File: config.mk
export PLATFORM = sky130hd
export DESIGN_NAME = lc3_mmio_ctrl_flat
export DESIGN_NICKNAME = d
export VERILOG_FILES = /design/src/rtl/lc3_mmio_pkg.sv /design/src/rtl/lc3_mmio_ctrl_if.sv /design/src/rtl/lc3_mmio_display.sv /design/src/rtl/lc3_mmio_ctrl.sv /design/src/flat_wrapper.sv
export SDC_FILE = /design/constraint.sdc
export NUM_CORES = 1
export LEC_CHECK = 0
export CAP_MARGIN = 5
export CORE_ASPECT_RATIO = 1.5
export CORE_MARGIN = 2
export CORE_UTILIZATION = 28
export DETAILED_ROUTE_END_ITERATION = 8
export PLACE_DENSITY = 0.62
export SLEW_MARGIN = 25
export SYNTH_ARGS = -nofsm -noshare
export SYNTH_HDL_FRONTEND = slang
export SYNTH_SLANG_ARGS = --single-unit
File: constraint.sdc
create_clock -name clk -period 1.55 [get_ports clk]
set_input_delay 0.2325 -clock clk [delete_from_list [all_inputs] [get_ports clk]]
set_output_delay 0.2325 -clock clk [all_outputs]
set_load 0.01 [all_outputs]
File: src/rtl/lc3_mmio_pkg.sv
// Shared constants and types for the LC-3 memory-mapped I/O responder.
package lc3_mmio_pkg;
  localparam logic [15:0] MMIO_BASE = 16'hFE00;
  localparam logic [15:0] ADDR_KBSR = 16'hFE00;
  localparam logic [15:0] ADDR_KBDR = 16'hFE02;
  localparam logic [15:0] ADDR_DSR  = 16'hFE04;
  localparam logic [15:0] ADDR_DDR  = 16'hFE06;
  localparam logic [15:0] ADDR_MCR  = 16'hFFFE;

  localparam int READY_BIT = 15;
  localparam int IE_BIT    = 14;
  localparam int RUN_BIT   = 15;

  typedef enum logic [1:0] {IDLE, SEND, HOLD} dsp_state_t;
endpackage

File: src/rtl/lc3_mmio_ctrl_if.sv
// Datapath-side MMIO bus: address/data/strobes out of the core, read data back.
interface lc3_mmio_ctrl_if;
  logic [15:0] mmio_addr;
  logic [15:0] mmio_wdata;
  logic        mmio_load;
  logic        mmio_rd;
  logic [15:0] mmio_rdata;

  modport master (output mmio_addr, mmio_wdata, mmio_load, mmio_rd, input mmio_rdata);
  modport slave  (input mmio_addr, mmio_wdata, mmio_load, mmio_rd, output mmio_rdata);
endinterface

File: src/rtl/lc3_mmio_display.sv
// Display data register, byte handshake FSM and post-accept ready delay.
module lc3_mmio_display
  import lc3_mmio_pkg::*;
#(
  parameter int DSP_DELAY = 4
) (
  input  logic       clk,
  input  logic       rst,
  input  logic       ddr_wr_i,
  input  logic [7:0] ddr_wdata_i,
  input  logic       dsp_ready_i,
  output logic       dsp_valid_o,
  output logic [7:0] dsp_data_o,
  output logic       dsr_ready_o
);
  localparam int CW = $clog2(DSP_DELAY + 1);

  dsp_state_t  state_q;
  logic [7:0]  ddr_q;
  logic [CW-1:0] cnt_q;
  logic        valid_q;
  logic        rdy_q;

  always_ff @(posedge clk or negedge rst) begin
    if (!rst) begin
      state_q <= IDLE;
      ddr_q   <= 8'h00;
      cnt_q   <= '0;
      valid_q <= 1'b0;
      rdy_q   <= 1'b1;
    end else begin
      case (state_q)
        IDLE: if (ddr_wr_i) begin
          ddr_q   <= ddr_wdata_i;
          rdy_q   <= 1'b0;
          valid_q <= 1'b1;
          state_q <= SEND;
        end
        SEND: if (dsp_ready_i) begin
          // Counting down to zero inclusive gives DSP_DELAY edges to ready.
          cnt_q   <= CW'(DSP_DELAY - 1);
          valid_q <= 1'b0;
          state_q <= HOLD;
        end
        HOLD: if (cnt_q == '0) begin
          rdy_q   <= 1'b1;
          state_q <= IDLE;
        end else begin
          cnt_q <= cnt_q - 1'b1;
        end
        default: state_q <= IDLE;
      endcase
    end
  end

  assign dsp_valid_o = valid_q;
  assign dsp_data_o  = ddr_q;
  assign dsr_ready_o = rdy_q;
endmodule

File: src/rtl/lc3_mmio_ctrl.sv
// LC-3 MMIO responder: keyboard, display, MCR registers and interrupt request.
module lc3_mmio_ctrl
  import lc3_mmio_pkg::*;
#(
  parameter int         DSP_DELAY = 4,
  parameter logic [2:0] KB_PRIO   = 3'd4,
  parameter logic [2:0] DSP_PRIO  = 3'd4,
  parameter logic [7:0] KB_VEC    = 8'h80,
  parameter logic [7:0] DSP_VEC   = 8'h81
) (
  input  logic                  clk,
  input  logic                  rst,
  lc3_mmio_ctrl_if.slave        bus,
  input  logic                  kb_valid,
  input  logic [7:0]            kb_data,
  output logic                  kb_ready,
  output logic                  dsp_valid,
  output logic [7:0]            dsp_data,
  input  logic                  dsp_ready,
  output logic                  irq,
  output logic [2:0]            intp,
  output logic [7:0]            intv,
  output logic                  mcr_run
);
  logic       kbsr_rdy_q, kbsr_ie_q;
  logic [7:0] kbdr_q;
  logic       dsr_ie_q, mcr_run_q;
  logic       irq_q;
  logic [2:0] intp_q;
  logic [7:0] intv_q;
  logic       dsr_rdy;
  logic       kb_req, dsp_req;
  logic       unused_wdata;

  wire wr_kbsr = bus.mmio_load && bus.mmio_addr == ADDR_KBSR;
  wire wr_dsr  = bus.mmio_load && bus.mmio_addr == ADDR_DSR;
  wire wr_ddr  = bus.mmio_load && bus.mmio_addr == ADDR_DDR;
  wire wr_mcr  = bus.mmio_load && bus.mmio_addr == ADDR_MCR;
  wire rd_kbdr = bus.mmio_rd   && bus.mmio_addr == ADDR_KBDR;

  assign unused_wdata = ^bus.mmio_wdata[13:8];

  lc3_mmio_display #(.DSP_DELAY(DSP_DELAY)) u_dsp (
    .clk        (clk),
    .rst        (rst),
    .ddr_wr_i   (wr_ddr),
    .ddr_wdata_i(bus.mmio_wdata[7:0]),
    .dsp_ready_i(dsp_ready),
    .dsp_valid_o(dsp_valid),
    .dsp_data_o (dsp_data),
    .dsr_ready_o(dsr_rdy)
  );

  assign kb_ready = !kbsr_rdy_q;
  assign kb_req   = kbsr_rdy_q && kbsr_ie_q;
  assign dsp_req  = dsr_rdy && dsr_ie_q;

  always_ff @(posedge clk or negedge rst) begin
    if (!rst) begin
      kbsr_rdy_q <= 1'b0;
      kbsr_ie_q  <= 1'b0;
      kbdr_q     <= 8'h00;
      dsr_ie_q   <= 1'b0;
      mcr_run_q  <= 1'b1;
      irq_q      <= 1'b0;
      intp_q     <= 3'd0;
      intv_q     <= 8'h00;
    end else begin
      // Capture wins over the read-clear; they cannot collide since capture needs ready=0.
      if (kb_valid && kb_ready) begin
        kbdr_q     <= kb_data;
        kbsr_rdy_q <= 1'b1;
      end else if (rd_kbdr) begin
        kbsr_rdy_q <= 1'b0;
      end
      if (wr_kbsr) kbsr_ie_q <= bus.mmio_wdata[IE_BIT];
      if (wr_dsr)  dsr_ie_q  <= bus.mmio_wdata[IE_BIT];
      if (wr_mcr)  mcr_run_q <= bus.mmio_wdata[RUN_BIT];

      irq_q <= kb_req || dsp_req;
      if (kb_req) begin
        intp_q <= KB_PRIO;
        intv_q <= KB_VEC;
      end else if (dsp_req) begin
        intp_q <= DSP_PRIO;
        intv_q <= DSP_VEC;
      end else begin
        intp_q <= 3'd0;
        intv_q <= 8'h00;
      end
    end
  end

  always_comb begin
    bus.mmio_rdata = 16'h0000;
    if (bus.mmio_addr >= MMIO_BASE) begin
      case (bus.mmio_addr)
        ADDR_KBSR: begin
          bus.mmio_rdata[READY_BIT] = kbsr_rdy_q;
          bus.mmio_rdata[IE_BIT]    = kbsr_ie_q;
        end
        ADDR_KBDR: bus.mmio_rdata = {8'h00, kbdr_q};
        ADDR_DSR: begin
          bus.mmio_rdata[READY_BIT] = dsr_rdy;
          bus.mmio_rdata[IE_BIT]    = dsr_ie_q;
        end
        ADDR_MCR: bus.mmio_rdata[RUN_BIT] = mcr_run_q;
        default:  bus.mmio_rdata = 16'h0000;
      endcase
    end
  end

  assign irq     = irq_q;
  assign intp    = intp_q;
  assign intv    = intv_q;
  assign mcr_run = mcr_run_q;
endmodule

File: src/flat_wrapper.sv
// flat-port wrapper written by rule: the top's interface ports become plain ports
module lc3_mmio_ctrl_flat import lc3_mmio_pkg::*;
#(
  parameter int         DSP_DELAY = 4,
  parameter logic [2:0] KB_PRIO   = 3'd4,
  parameter logic [2:0] DSP_PRIO  = 3'd4,
  parameter logic [7:0] KB_VEC    = 8'h80,
  parameter logic [7:0] DSP_VEC   = 8'h81
)
  (clk, rst, kb_valid, kb_data, kb_ready, dsp_valid, dsp_data, dsp_ready, irq, intp, intv, mcr_run, bus_mmio_addr, bus_mmio_wdata, bus_mmio_load, bus_mmio_rd, bus_mmio_rdata);
  lc3_mmio_ctrl_if bus_i ();
  input  logic clk;
  input  logic rst;
  input  logic kb_valid;
  input  logic [7:0] kb_data;
  output logic kb_ready;
  output logic dsp_valid;
  output logic [7:0] dsp_data;
  input  logic dsp_ready;
  output logic irq;
  output logic [2:0] intp;
  output logic [7:0] intv;
  output logic mcr_run;
  input wire logic [$bits(bus_i.mmio_addr)-1:0] bus_mmio_addr;
  input wire logic [$bits(bus_i.mmio_wdata)-1:0] bus_mmio_wdata;
  input wire logic [$bits(bus_i.mmio_load)-1:0] bus_mmio_load;
  input wire logic [$bits(bus_i.mmio_rd)-1:0] bus_mmio_rd;
  output wire logic [$bits(bus_i.mmio_rdata)-1:0] bus_mmio_rdata;
  assign bus_i.mmio_addr = bus_mmio_addr;
  assign bus_i.mmio_wdata = bus_mmio_wdata;
  assign bus_i.mmio_load = bus_mmio_load;
  assign bus_i.mmio_rd = bus_mmio_rd;
  assign bus_mmio_rdata = bus_i.mmio_rdata;
  lc3_mmio_ctrl #(.DSP_DELAY(DSP_DELAY), .KB_PRIO(KB_PRIO), .DSP_PRIO(DSP_PRIO), .KB_VEC(KB_VEC), .DSP_VEC(DSP_VEC)) u_core (.clk(clk), .rst(rst), .bus(bus_i), .kb_valid(kb_valid), .kb_data(kb_data), .kb_ready(kb_ready), .dsp_valid(dsp_valid), .dsp_data(dsp_data), .dsp_ready(dsp_ready), .irq(irq), .intp(intp), .intv(intv), .mcr_run(mcr_run));
endmodule
* After elaboration in Yosys (flattened, before gate mapping) *
Index checks and enable logic that the tools add are counted.

storage, ports and cells
  bits in registers = 39
  bits of input ports = 46
  output and inout bits = 39
  word-level logic and storage cells = 70

operators by class
  add/subtract/negate cells = 1
  magnitude comparators = 1
  equality and inequality tests = 11
  muxes and demuxes = 23
  reduce and logical (&&, ||, !) cells = 21

operators with widths
  kind                  number
  $eq 16x16->1 const B  5
  $mux 8                3
  $ge 16x16->1 const B  1
  $mux 16               1
  $mux 3                4
  $reduce_and 3->1      4
  $logic_and 1x1->1     8
  $ne 2x2->1 const B    4
  $reduce_bool 2->1     4
  $mux 1                6
  $mux 2                3
  $pmux 1 s2            3
  $pmux 2 s3            1
  $pmux 3 s2            1
  $logic_not 3->1       1
  $pmux 1 s3            1
  $sub 3x1->3 const B   1
  $eq 2x1->1 const B    1
  $eq 2x2->1 const B    1
  $logic_not 2->1       1
  $reduce_and 2->1      1
  $logic_not 1->1       1
  $logic_or 1x1->1      1

* Depth between registers and ports, before layout *
  word-level depth = 4
  gate-level depth with buffers = 6
  depth with buffers taken out = 6

* Cells and area by module *
Synthesis repeated with hierarchy kept, for this count alone.

unflattened totals
  cell total of the unflattened synthesis = 134
  area total of the unflattened synthesis = 1,594.0 um^2

modules (own cells, without submodules)
  module            instances  cells an instance  area each (um^2)  sequential area each (um^2)
  lc3_mmio_ctrl     1          82                 888.4             351.6
  lc3_mmio_display  1          52                 705.7             376.6

* Worst setup path after synthesis *
OpenSTA, ideal clock, no wires.

  kind = input port to flip-flop
  from = input bus_mmio_addr[4]
  to = register u_core.u_dsp.ddr_q[0], in the netlist u_core.u_dsp.dsp_data_o[0]
  library setup time = 0.125 ns
  data arrival time = 1.434 ns
  data required time = 1.425 ns
  setup slack = -0.009 ns
  cell stages on the path = 5
  path buffers = 1
  cell sequence = nor4_4 -> nand4_2 -> nor4_4 -> buf_6 -> mux2_4

on the way
  word-level cells in the longest chain between the ends = 3

RTL lines
  element                            RTL line                text
  from (decl)                        flat_wrapper.sv:24      input wire logic [$bits(bus_i.mmio_addr)-1:0] bus_mmio_addr;
  $eq 16x16->1                       lc3_mmio_ctrl.sv:37     wire wr_ddr = bus.mmio_load && bus.mmio_addr == ADDR_DDR;
  $logic_and 1x1->1                  lc3_mmio_ctrl.sv:37
  $reduce_and 2->1 (no source line)  --
  to (signal assigned)               lc3_mmio_display.sv:34  ddr_q <= ddr_wdata_i;
  to (decl)                          lc3_mmio_display.sv:19  logic [7:0] ddr_q;

Every way passes these cells.
A chain may end at the register's enable or synchronous reset.

* Worst setup path after layout *
  from = input bus_mmio_addr[4]
  to = register u_core.u_dsp.ddr_q[6], in the netlist u_core.u_dsp.dsp_data_o[6]

The elaborated chain is that of the path after synthesis.

==> out/qor.csv <==
metric;value;unit
status;finished, violations left;
failing checks;setup timing;
Synth warnings;0;
largest net degree at the start of global routing;30;
CTS H-tree lvls;2;
count of final setup violators;19;
total track usage;0.119;
Core Util, Final;0.477;
largest area contributor in the netlist;dfrtp_1;
Critical Path AT;1.90;ns
Layout Cells excl Fill;294;
Pins Over Slew Limit;0;
Post-CTS Hold Fix Bufs;0;
Core Rows;33;
first-pass GRT wire length;5520;um
number of global-route vias before repair;1181;
Post-synth top cells;27 x dfrtp_1, 16 x buf_4, 12 x mux2_2;
WS Path Type;in -> reg;
Initial Utilization;0.285;
Synth Register Bits;29;
Post-synth EDFFs;0;
sw frac;0.206;
Main synth FF type;dfrtp_1;
sequential share of the synthesized area;0.472;
Setup crit start kind;input pin;
Worst Path Required;1.71;ns
Logic pwr share;0.111;
Synth Instances;131;
First-pass DRT Iterations;2;
clk slew on worst S/H paths;0.06;ns
Max clock buf depth;2;
min cycle time layout;1.74;ns
Fin. Hold Viols;0;
Top Ports;85;
GR Overflow Total;0;
Ant. Diodes;0;
DRC;0;
Fmax;574;MHz
top area cells in the synthesized netlist;dfrtp_1 44%, mux2_2 8.8%, buf_4 7.8%, mux2_4 6.8%, and2_1 3.6%;
R2R depth;6;
CP max-delay cell;nor4_4;
pre-CTS setup slack;-0.868;ns
CORE AREA;0.00541;mm^2
Crit. End Element;register;
Post-Place Cells;277;
Die X-Extent;64.6;um
wire length per cell;12.5;um
crit path cell chain;buf_8 > nor4_4 > nand4_4 > buf_4 > buf_6 > nor4_4 > buf_4 > buf_12 > mux2_4;
top cell type's share of synthesized area;0.438;
vias;1258;
Root Buffer;clkbuf_8;
Clock Latency Late Sink;0.27;ns
Fillers;532;
Fin Setup TNS;-2.74;ns
R2R Setup Slk;0.09;ns
share of synthesized registers carrying an async set or reset;1.00;
area delta synth->final;67.2;%
Clock Power Share;0.447;
worst-path fanout max;6;
LEAKAGE;1.23;nW
Post-Route WL;3670;um
Final WS setup;-0.191;ns
CTS tree;yes;
final worst path period share;1.12;
Power per Cell Area;698;mW/mm^2
Worst Hold Slack;0.313;ns
Psw;0.000370;W
global placement routability congestion;0.684;
Clock Skews;0.00188;ns
drt via density;4.28;
CTS buffer count;5;
number of port buffers;64;
peak supply drop;0.435;mV
total die area;0.00613;mm^2
# nets final;271;
worst hold path type;in -> async;
antenna viol nets, final;0;
Crit Reg-Reg Startpoint;u_core.u_dsp.cnt_q[1];
share of total power in sequential cells;0.442;
unrepaired setup endpoints after global routing;true;
Synth cell types;35;
Critical Path Max Stage Delay;0.34;ns
Synth Area per Inst;11.8;um^2
die height;94.9;um
dpl hpwl;2590;um
share of layout cells above drive strength 1;0.402;
capture point of the worst reg-to-reg path;u_core.u_dsp.cnt_q[1];
max-cap violations;0;
initial antenna violation count;0;
count leader, synth;dfrtp_1;
Initial DRC Count;33;
Num Clock Sinks;29;
Synth Cell Area;0.00154;mm^2
Int Pwr;0.00143;W
==> power by group through the flow <==
stage / clock [W] / sequential, W / combinational, W
finish: 0.000805 / 0.000796 / 0.000200
global route: 0.000856 / 0.000799 / 0.000218
CTS: 0.000832 / 0.000795 / 0.000195
detailed placement: 0 / 0.000809 / 0.000198
global placement: 0 / 0.000808 / 0.000196
floorplan: 0 / 0.000804 / 0.0000806
==> placed cells by master, fill, tap and decap left out, types with 3 or more instances in the layout <==
master	n
buf_4	20
and2_1	7
clkbuf_8	6
nand4_1	4
a21oi_1	3
mux2_4	9
dlygate4sd2_1	8
buf_2	10
clkdlybuf4s15_1	4
nand2_1	6
clkdlybuf4s50_1	36
inv_1	3
nor2_1	3
buf_6	7
dfrtp_1	27
conb_1	14
mux2_2	11
==> timing repair <==
| item | in CTS | in global routing |
|---|---|---|
| pin swaps | 12 | 9 |
| setup endpoints to repair | 25 | 24 |
| cloned | 2 | 0 |
| buffers inserted | 6 | 3 |
| gates resized for setup | 84 | 28 |
==> stage by stage <==
stage          instance area, um^2  total power, W
6_report                      2580         0.00180
5_1_grt                       2580         0.00187
4_1_cts                       2510         0.00182
3_5_place_dp                  2340         0.00101
3_3_place_gp                  2340         0.00100
2_1_floorplan                 1590        0.000884
==> flip-flops by register name (all words and copies together) (netlist names) <==
| register | count |
|---|---|
| u_core.dsr_ie_q | 1 |
| u_core.mcr_run | 1 |
| u_core.kbsr_rdy_q | 1 |
| u_core.kbsr_ie_q | 1 |
| u_core.intv | 1 |
| u_core.u_dsp.cnt_q | 3 |
| u_core.u_dsp.dsp_valid_o | 1 |
| u_core.u_dsp.state_q | 2 |
| u_core.kbdr_q | 8 |
| u_core.u_dsp.dsr_ready_o | 1 |
| u_core.u_dsp.dsp_data_o | 8 |
| u_core.intp | 1 |
==> cells by family (layout without fill, tap and decap cells) <==
kind of cell | Yosys count | in the layout | share of synthesized area
multiplexers | 21 | 21 | 0.170
other | 1 | 14 | 0.00243
adder cells (fa/ha/maj) | 2 | 2 | 0.0162
buffers and inverters | 23 | 103 | 0.0998
flip-flops | 29 | 29 | 0.472
AO/OA/AOI/OAI | 11 | 11 | 0.0462
AND/OR/NAND/NOR | 44 | 44 | 0.194
==> metal layers <==
metal | routed length [um] | global-route usage
met5 | 0 | 0
met4 | 20 | 0.0426
met3 | 221 | 0.0310
met2 | 2060 | 0.221
met1 | 1370 | 0.129
==> cell type report <==
class                   count  area (um^2)  share of cell area
clock buffers               7         86.3              0.0335
flip-flops and latches     29          728               0.282
clock inverters             1         30.0              0.0116
multi-input cells          92          792               0.307
inverters                   4         15.0             0.00582
repair buffers             91          840               0.326
well taps                  70         87.6              0.0340
==> how the worst max path moves through the flow <==
stage                          start                         end  slack, ns  cells past startpoint
floorplan           bus_mmio_addr[4]  u_core.u_dsp.dsp_data_o[0]      0.007                      5
global placement    bus_mmio_addr[4]           bus_mmio_rdata[0]      -0.84                      7
detailed placement  bus_mmio_addr[4]           bus_mmio_rdata[3]      -0.87                      7
CTS                 bus_mmio_addr[7]           bus_mmio_rdata[4]      -0.25                      8
global route        bus_mmio_addr[4]           bus_mmio_rdata[1]      -0.30                      8
finish              bus_mmio_addr[4]  u_core.u_dsp.dsp_data_o[6]      -0.19                      9
==> worst max-delay path: cells and delay by family <==
| family | cells | cell delay [ns] |
|---|---|---|
| buf+inv | 5 | 0.67 |
| mux | 1 | 0.30 |
| simple gates | 3 | 0.70 |
Power figures use the tool's default switching activity.
